<file path="src/rtl/inverter_arbiter.sv">
// Two-requester arbiter sharing one external inverter.
// Burst-limited round robin, two-stage response pipeline, response counter.
module inverter_arbiter #(
    parameter int g_burst = 4,
    parameter int g_cntw  = 16
) (
    input  logic              clk,
    input  logic              reset,
    input  logic              en,
    input  logic              req0_valid,
    input  logic              req0_data,
    output logic              req0_ready,
    input  logic              req1_valid,
    input  logic              req1_data,
    output logic              req1_ready,
    output logic              A,
    input  logic              Z,
    output logic              rsp0_valid,
    output logic              rsp0_data,
    output logic              rsp1_valid,
    output logic              rsp1_data,
    output logic [g_cntw-1:0] cnt
);

    localparam logic [3:0] BURST = 4'(g_burst);

    logic       last;
    logic [3:0] bcnt;
    logic       tag;
    logic       s1_valid;
    logic       gnt_any;
    logic       gnt_idx;
    logic       gnt_data;

    // Grant selection; bcnt==0 only right after reset, where 0 wins a tie
    always_comb begin
        gnt_any = 1'b0;
        gnt_idx = 1'b0;
        if (en && !reset) begin
            unique case ({req1_valid, req0_valid})
                2'b01: begin
                    gnt_any = 1'b1;
                    gnt_idx = 1'b0;
                end
                2'b10: begin
                    gnt_any = 1'b1;
                    gnt_idx = 1'b1;
                end
                2'b11: begin
                    gnt_any = 1'b1;
                    if (bcnt == 4'd0)
                        gnt_idx = 1'b0;
                    else if (bcnt < BURST)
                        gnt_idx = last;
                    else
                        gnt_idx = ~last;
                end
                default: begin
                    gnt_any = 1'b0;
                    gnt_idx = 1'b0;
                end
            endcase
        end
        gnt_data = gnt_idx ? req1_data : req0_data;
    end

    assign req0_ready = gnt_any & ~gnt_idx;
    assign req1_ready = gnt_any & gnt_idx;

    // Track last granted requester and length of its current run
    always_ff @(posedge clk or posedge reset) begin
        if (reset) begin
            last <= 1'b1;
            bcnt <= 4'd0;
        end else if (gnt_any) begin
            last <= gnt_idx;
            if (gnt_idx != last)
                bcnt <= 4'd1;
            else if (bcnt != 4'd15)
                bcnt <= bcnt + 4'd1;
        end
    end

    // Stage 1: drive the inverter and remember who asked
    always_ff @(posedge clk or posedge reset) begin
        if (reset) begin
            A        <= 1'b0;
            tag      <= 1'b0;
            s1_valid <= 1'b0;
        end else begin
            s1_valid <= gnt_any;
            if (gnt_any) begin
                A   <= gnt_data;
                tag <= gnt_idx;
            end
        end
    end

    // Stage 2: capture the inverter output and strobe the owner
    always_ff @(posedge clk or posedge reset) begin
        if (reset) begin
            rsp0_valid <= 1'b0;
            rsp0_data  <= 1'b0;
            rsp1_valid <= 1'b0;
            rsp1_data  <= 1'b0;
        end else begin
            rsp0_valid <= s1_valid & ~tag;
            rsp1_valid <= s1_valid & tag;
            if (s1_valid && !tag)
                rsp0_data <= Z;
            if (s1_valid && tag)
                rsp1_data <= Z;
        end
    end

    // Count delivered responses, wrapping naturally
    always_ff @(posedge clk or posedge reset) begin
        if (reset)
            cnt <= '0;
        else if (rsp0_valid || rsp1_valid)
            cnt <= cnt + 1'b1;
    end

endmodule

</file>
<file path="config.mk">
export PLATFORM = sky130hd
export DESIGN_NAME = inverter_arbiter
export DESIGN_NICKNAME = d
export VERILOG_FILES = /design/src/rtl/inverter_arbiter.sv
export SDC_FILE = /design/constraint.sdc
export NUM_CORES = 1
export LEC_CHECK = 0
export BUFFER_PORTS_ARGS = -buffer_cell sky130_fd_sc_hd__buf_2
export CORE_MARGIN = 2
export CORE_UTILIZATION = 47
export CTS_CLUSTER_DIAMETER = 40
export CTS_CLUSTER_SIZE = 16
export DETAILED_ROUTE_END_ITERATION = 10
export HOLD_SLACK_MARGIN = 0.12
export PLACE_DENSITY = 0.73
export RECOVER_POWER = 100
export REMOVE_ABC_BUFFERS = 1
export SKIP_LAST_GASP = 1
export SYNTH_ARGS = -nofsm -noshare
export SYNTH_HDL_FRONTEND = slang
export SYNTH_SLANG_ARGS = --single-unit
</file>
<file path="constraint.sdc">
create_clock -name clk -period 1.7 [get_ports clk]
set_input_delay 0.34 -clock clk [delete_from_list [all_inputs] [get_ports clk]]
set_output_delay 0.34 -clock clk [all_outputs]
set_load 0.03 [all_outputs]
</file>
Word-level counts from Yosys, hierarchy flattened
Index checks and enable logic that the tools add are counted.

cells by class
  add/subtract/negate cells = 2
  $lt $le $gt $ge = 1
  eq/ne operators = 5
  muxes and demuxes = 9
  bitwise gates (word level) = 7
  reductions and logical operators = 10

operator list
  operator                 number
  $add A16 B1 Y16 const B  1
  $mux W4                  2
  $mux W1                  6
  $add A4 B1 Y4 const B    1
  $and A1 B1 Y1            4
  $eq A2 B2 Y1 const B     2
  $logic_not A4 Y1         1
  $lt A4 B3 Y1 const B     1
  $ne A4 B4 Y1 const B     1
  $logic_and A1 B1 Y1      3
  $not A1 Y1               3
  $reduce_or A3 Y1         1
  $eq A2 B1 Y1 const B     1
  $logic_not A1 Y1         2
  $pmux W1 S2              1
  $reduce_and A2 Y1        1
  $reduce_bool A2 Y1       1
  $logic_or A1 B1 Y1       1
  $ne A1 B1 Y1             1

word-level totals
  flip-flop bits (word level) = 28
  bits of input ports = 8
  output and inout port bits = 23
  word-level logic and storage cells = 44

Longest topological paths before layout
  depth in word-level cells = 8
  mapped depth = 6
  depth with buffers taken out = 6

Worst setup path after synthesis
Ideal clock, no wire load.

  path kind = register -> output
  start = register bcnt[0]
  end = output port req0_ready
  data arrival time = 1.608 ns
  data required time = 1.360 ns
  slack = -0.248 ns
  stages on the path, launching flop included = 6
  buffers on the path = 0
  path through = dfrtp_1 -> inv_1 -> ha_1 -> or4b_4 -> a31oi_4 -> nor2_2

between the ends
  word-level cells in the longest chain between the ends = 7
  elaborated cells between the ends (all ways) = 8
  classes of those cells = order compare (1); mux (4); bitwise (2); reduce/logical (1)

RTL lines
  element                 line  text
  start, declared         28    logic [3:0] bcnt;
  start signal, assigned  80    bcnt <= bcnt + 4'd1;
  $lt A4 B3 Y1            53    else if (bcnt < BURST)
  $mux W1                 53
  $mux W1 (*)             51    if (bcnt == 4'd0)
  $pmux W1 S2 (*)         40    unique case ({req1_valid, req0_valid})
  $mux W1 (*)             39    if (en && !reset) begin
  $not A1 Y1 (*)          67    assign req0_ready = gnt_any & ~gnt_idx;
  $and A1 B1 Y1 (*)       67
  end, declared           12    output logic req0_ready,

Mark *: on every way between the ends. The rest lies on a longest branch, timed or not.

Worst setup path after layout
Ends and elaborated chain as after synthesis.

==> impl_metrics.py <==
metrics = {
    "clock_tree": {
        "numCtsBuffers": 3,
        "cts_tree": "yes",
        "cts_buffer_depth": 2,
        "clock_latency_ns": 0.31,
        "clockRootBuffer": "clkbuf_4",
        "clkSinkCount": 28,
        "htreeDepth": 1,
        "clk_pin_slew_ns": 0.14,
    },
    "yosys": {
        "synthesis.area_mm2": 0.00128,
        "ys_seq_elements": 28,
        "yosysWarningCount": 0,
        "yosysTopAreaCellShare_pct": 52.8,
        "synth.distinct_cells": 36,
        "synthArstFlopShare_pct": 100,
        "avgSynthCellArea_um2": 11.9,
        "synth.area.top_cells": "dfrtp_1 (53%), xnor2_1 (6.2%), xor2_1 (4.1%)",
        "synth_edf_count": 0,
        "yosys_most_used_dff": "dfrtp_1",
        "syn_inst": 108,
        "yosysTopAreaCell": "dfrtp_1",
        "seq_area_frac_synth_pct": 54.8,
    },
    "pwr": {
        "ir_worst_vdd_mv": 0.917,
        "p_leak_uw": 0.000789,
        "powerDensity_mw_per_mm2": 1270,
        "p_total_uw": 2030,
    },
    "worst_hold_path": {
        "holdCritStartpoint": "req0_data",
        "hold_path.class": "input pin to flip-flop",
        "whs_path_depth": 2,
        "min_to": "A$_DFFE_PP0P_",
    },
    "sta": {
        "fmax_mhz": 451,
        "slew_headroom_pct": 64.7,
        "hold_violations": 0,
        "worst_pin_slew_ns": 0.530,
        "slew_viol_final": 0,
        "fin_ws_ns": -0.520,
        "setup_viol": 4,
        "worst_clock_skew_ns": 0.00308,
        "period_minus_slack_ns": 2.22,
        "fin_crit_sh_pct": 131,
        "rsz0062_at_grt": "true",
    },
    "layout": {
        "nNetsFinal": 168,
        "antenna_cells": 0,
        "design_area_mm2": 0.00160,
        "synthToLayoutAreaGrowth_pct": 24.7,
        "drive_gt1_share_pct": 21.8,
        "layout_common_cells": "dfrtp_1 (27), clkbuf_1 (23), buf_4 (12), xnor2_1 (9), nand2_1 (7)",
        "layout_commonest_cell": "dfrtp_1",
    },
    "drt": {
        "ant_nets": 0,
        "wirelength_um": 2510,
        "first_pass_iters": 4,
        "vias_per_cell": 5.31,
        "post-route-drc-count": 0,
        "wl_per_cell_um": 13.5,
        "vias": 988,
        "drt_iter0_markers": 28,
    },
    "floorplanning": {
        "fp.dieW_um": 56.2,
        "num_io_pins": 31,
        "initial_utilization_pct": 50.7,
        "rows": 18,
        "fp.dieH_um": 56.2,
        "core_area_mm2": 0.00252,
        "dieArea_mm2": 0.00316,
    },
    "placed_design": {
        "place_ws_ns": -0.217,
        "io_buffers": 30,
        "place.gp.congestion": 0.765,
        "placed_cell_area_mm2": 0.00153,
        "dp_hpwl_um": 1840,
    },
    "status": {
        "outcome": "complete, but fails checks",
        "violations": "negative setup slack",
    },
    "global_routing": {
        "grt_max_degree": 23,
        "antenna_found_initial": 0,
        "grt_pass1_vias": 986,
        "grt_pass1_wl_um": 4310,
        "gr-usage-all-layers_pct": 17.2,
        "overflow": 0,
    },
    "worst_setup_path": {
        "required_ns": 1.36,
        "rr_startpoint": "bcnt[0]$_DFFE_PP0P_",
        "crit_type": "flip-flop to output pin",
        "cp-start-kind": "flip-flop",
        "r2r_slack_ns": -0.12,
        "crit_arrival_ns": 1.88,
        "regToRegEndpoint": "A$_DFFE_PP0P_",
        "rr_worst_depth": 8,
        "crit_path_end_kind": "output pin",
        "cp_max_fo": 4,
    },
    "flow_run": {
        "maxCapViolCount": 0,
    },
}
-- layout make-up --
class                           instances  area (um2)
Timing Repair Buffer                   44         240
Clock buffer                            4        26.3
Multi-Input combinational cell         75         572
Fill cell                             224         926
Sequential cell                        28         702
Tap cell                               30        37.5
Inverter                                5        18.8
-- state kept, by name, summed over array words and instances, names as in the netlist --
name,flops
tag,1
bcnt,4
rsp0_valid,1
A,1
cnt,16
last,1
rsp1_data,1
s1_valid,1
rsp1_valid,1
rsp0_data,1
-- report_power, final --
group	switching (uW)	leakage [uW]	total [uW]	internal [uW]
Clock	181	0.0000150	273	91.5
Combinational	474	0.000410	819	346
Sequential	127	0.000364	938	811
-- cells in the mapped netlist (2+ instances only) --
cell type,count
a21oi_1,3
xnor2_1,9
ha_1,3
o21ai_0,2
nand2_1,7
and3_1,4
nand4_1,3
inv_1,5
a21o_1,3
mux2_2,3
nor2_1,5
nor2b_1,3
nand3_1,2
and4_1,2
xor2_1,6
a22o_1,2
dfrtp_1,27
-- per-stage QoR --
stage | util, % | hold WS (ns) | cells | TNS (ns)
after floorplan | - | 0.405 | 108 | -0.557
after global placement | 60.6 | 0.290 | 176 | -0.329
after detailed placement | 60.6 | 0.299 | 176 | -0.434
after CTS | 63.7 | 0.211 | 184 | -1.06
after global routing | 63.3 | 0.216 | 186 | -1.64
final | 63.3 | 0.217 | 186 | -1.23
-- how the worst max path moves through the flow --
stage / slack, ns / to / cells past startpoint / startpoint
final: -0.52 / req0_ready / 6 / bcnt[0]$_DFFE_PP0P_
after global routing: -0.59 / req0_ready / 6 / bcnt[0]$_DFFE_PP0P_
after CTS: -0.53 / req0_ready / 6 / bcnt[0]$_DFFE_PP0P_
after detailed placement: -0.22 / req0_ready / 6 / bcnt[0]$_DFFE_PP0P_
after global placement: -0.16 / req0_ready / 6 / bcnt[0]$_DFFE_PP0P_
after floorplan: -0.25 / req0_ready / 5 / bcnt[0]$_DFFE_PP0P_
-- worst max-delay path, stage by stage, from the launching register on --
cell	delay, ns
dfrtp_1	0.40
inv_2	0.06
ha_4	0.15
or4b_4	0.50
a31oi_4	0.24
nor2_2	0.07
buf_6	0.15
-- kinds of logic after synthesis --
| family | synth area share [%] |
|---|---|
| muxes | 3.42 |
| adders and majority gates | 2.93 |
| buffers and inverters | 1.47 |
| DFF | 54.8 |
| xor gates and xnor gates | 10.3 |
| and+or+nand+nor | 15.8 |
| AOI/OAI and AO/OA | 11.2 |
-- metal layers --
layer  vias up  global-route usage [%]  wire length [um]
li1        478                       -                 -
met2        26                    29.9              1290
met1       482                    21.1              1080
met4         0                    5.78                15
met5         -                       0                 0
met3         2                    3.49               123
-- repair_timing --
action,CTS,global route
hold buffers,1,0
pin swaps,4,4
endpoints found under the hold margin,5,0
gates resized for setup,6,1
setup endpoints to repair,3,4
buffers inserted,3,2
Note: power is estimated with default switching activity, not from simulation.
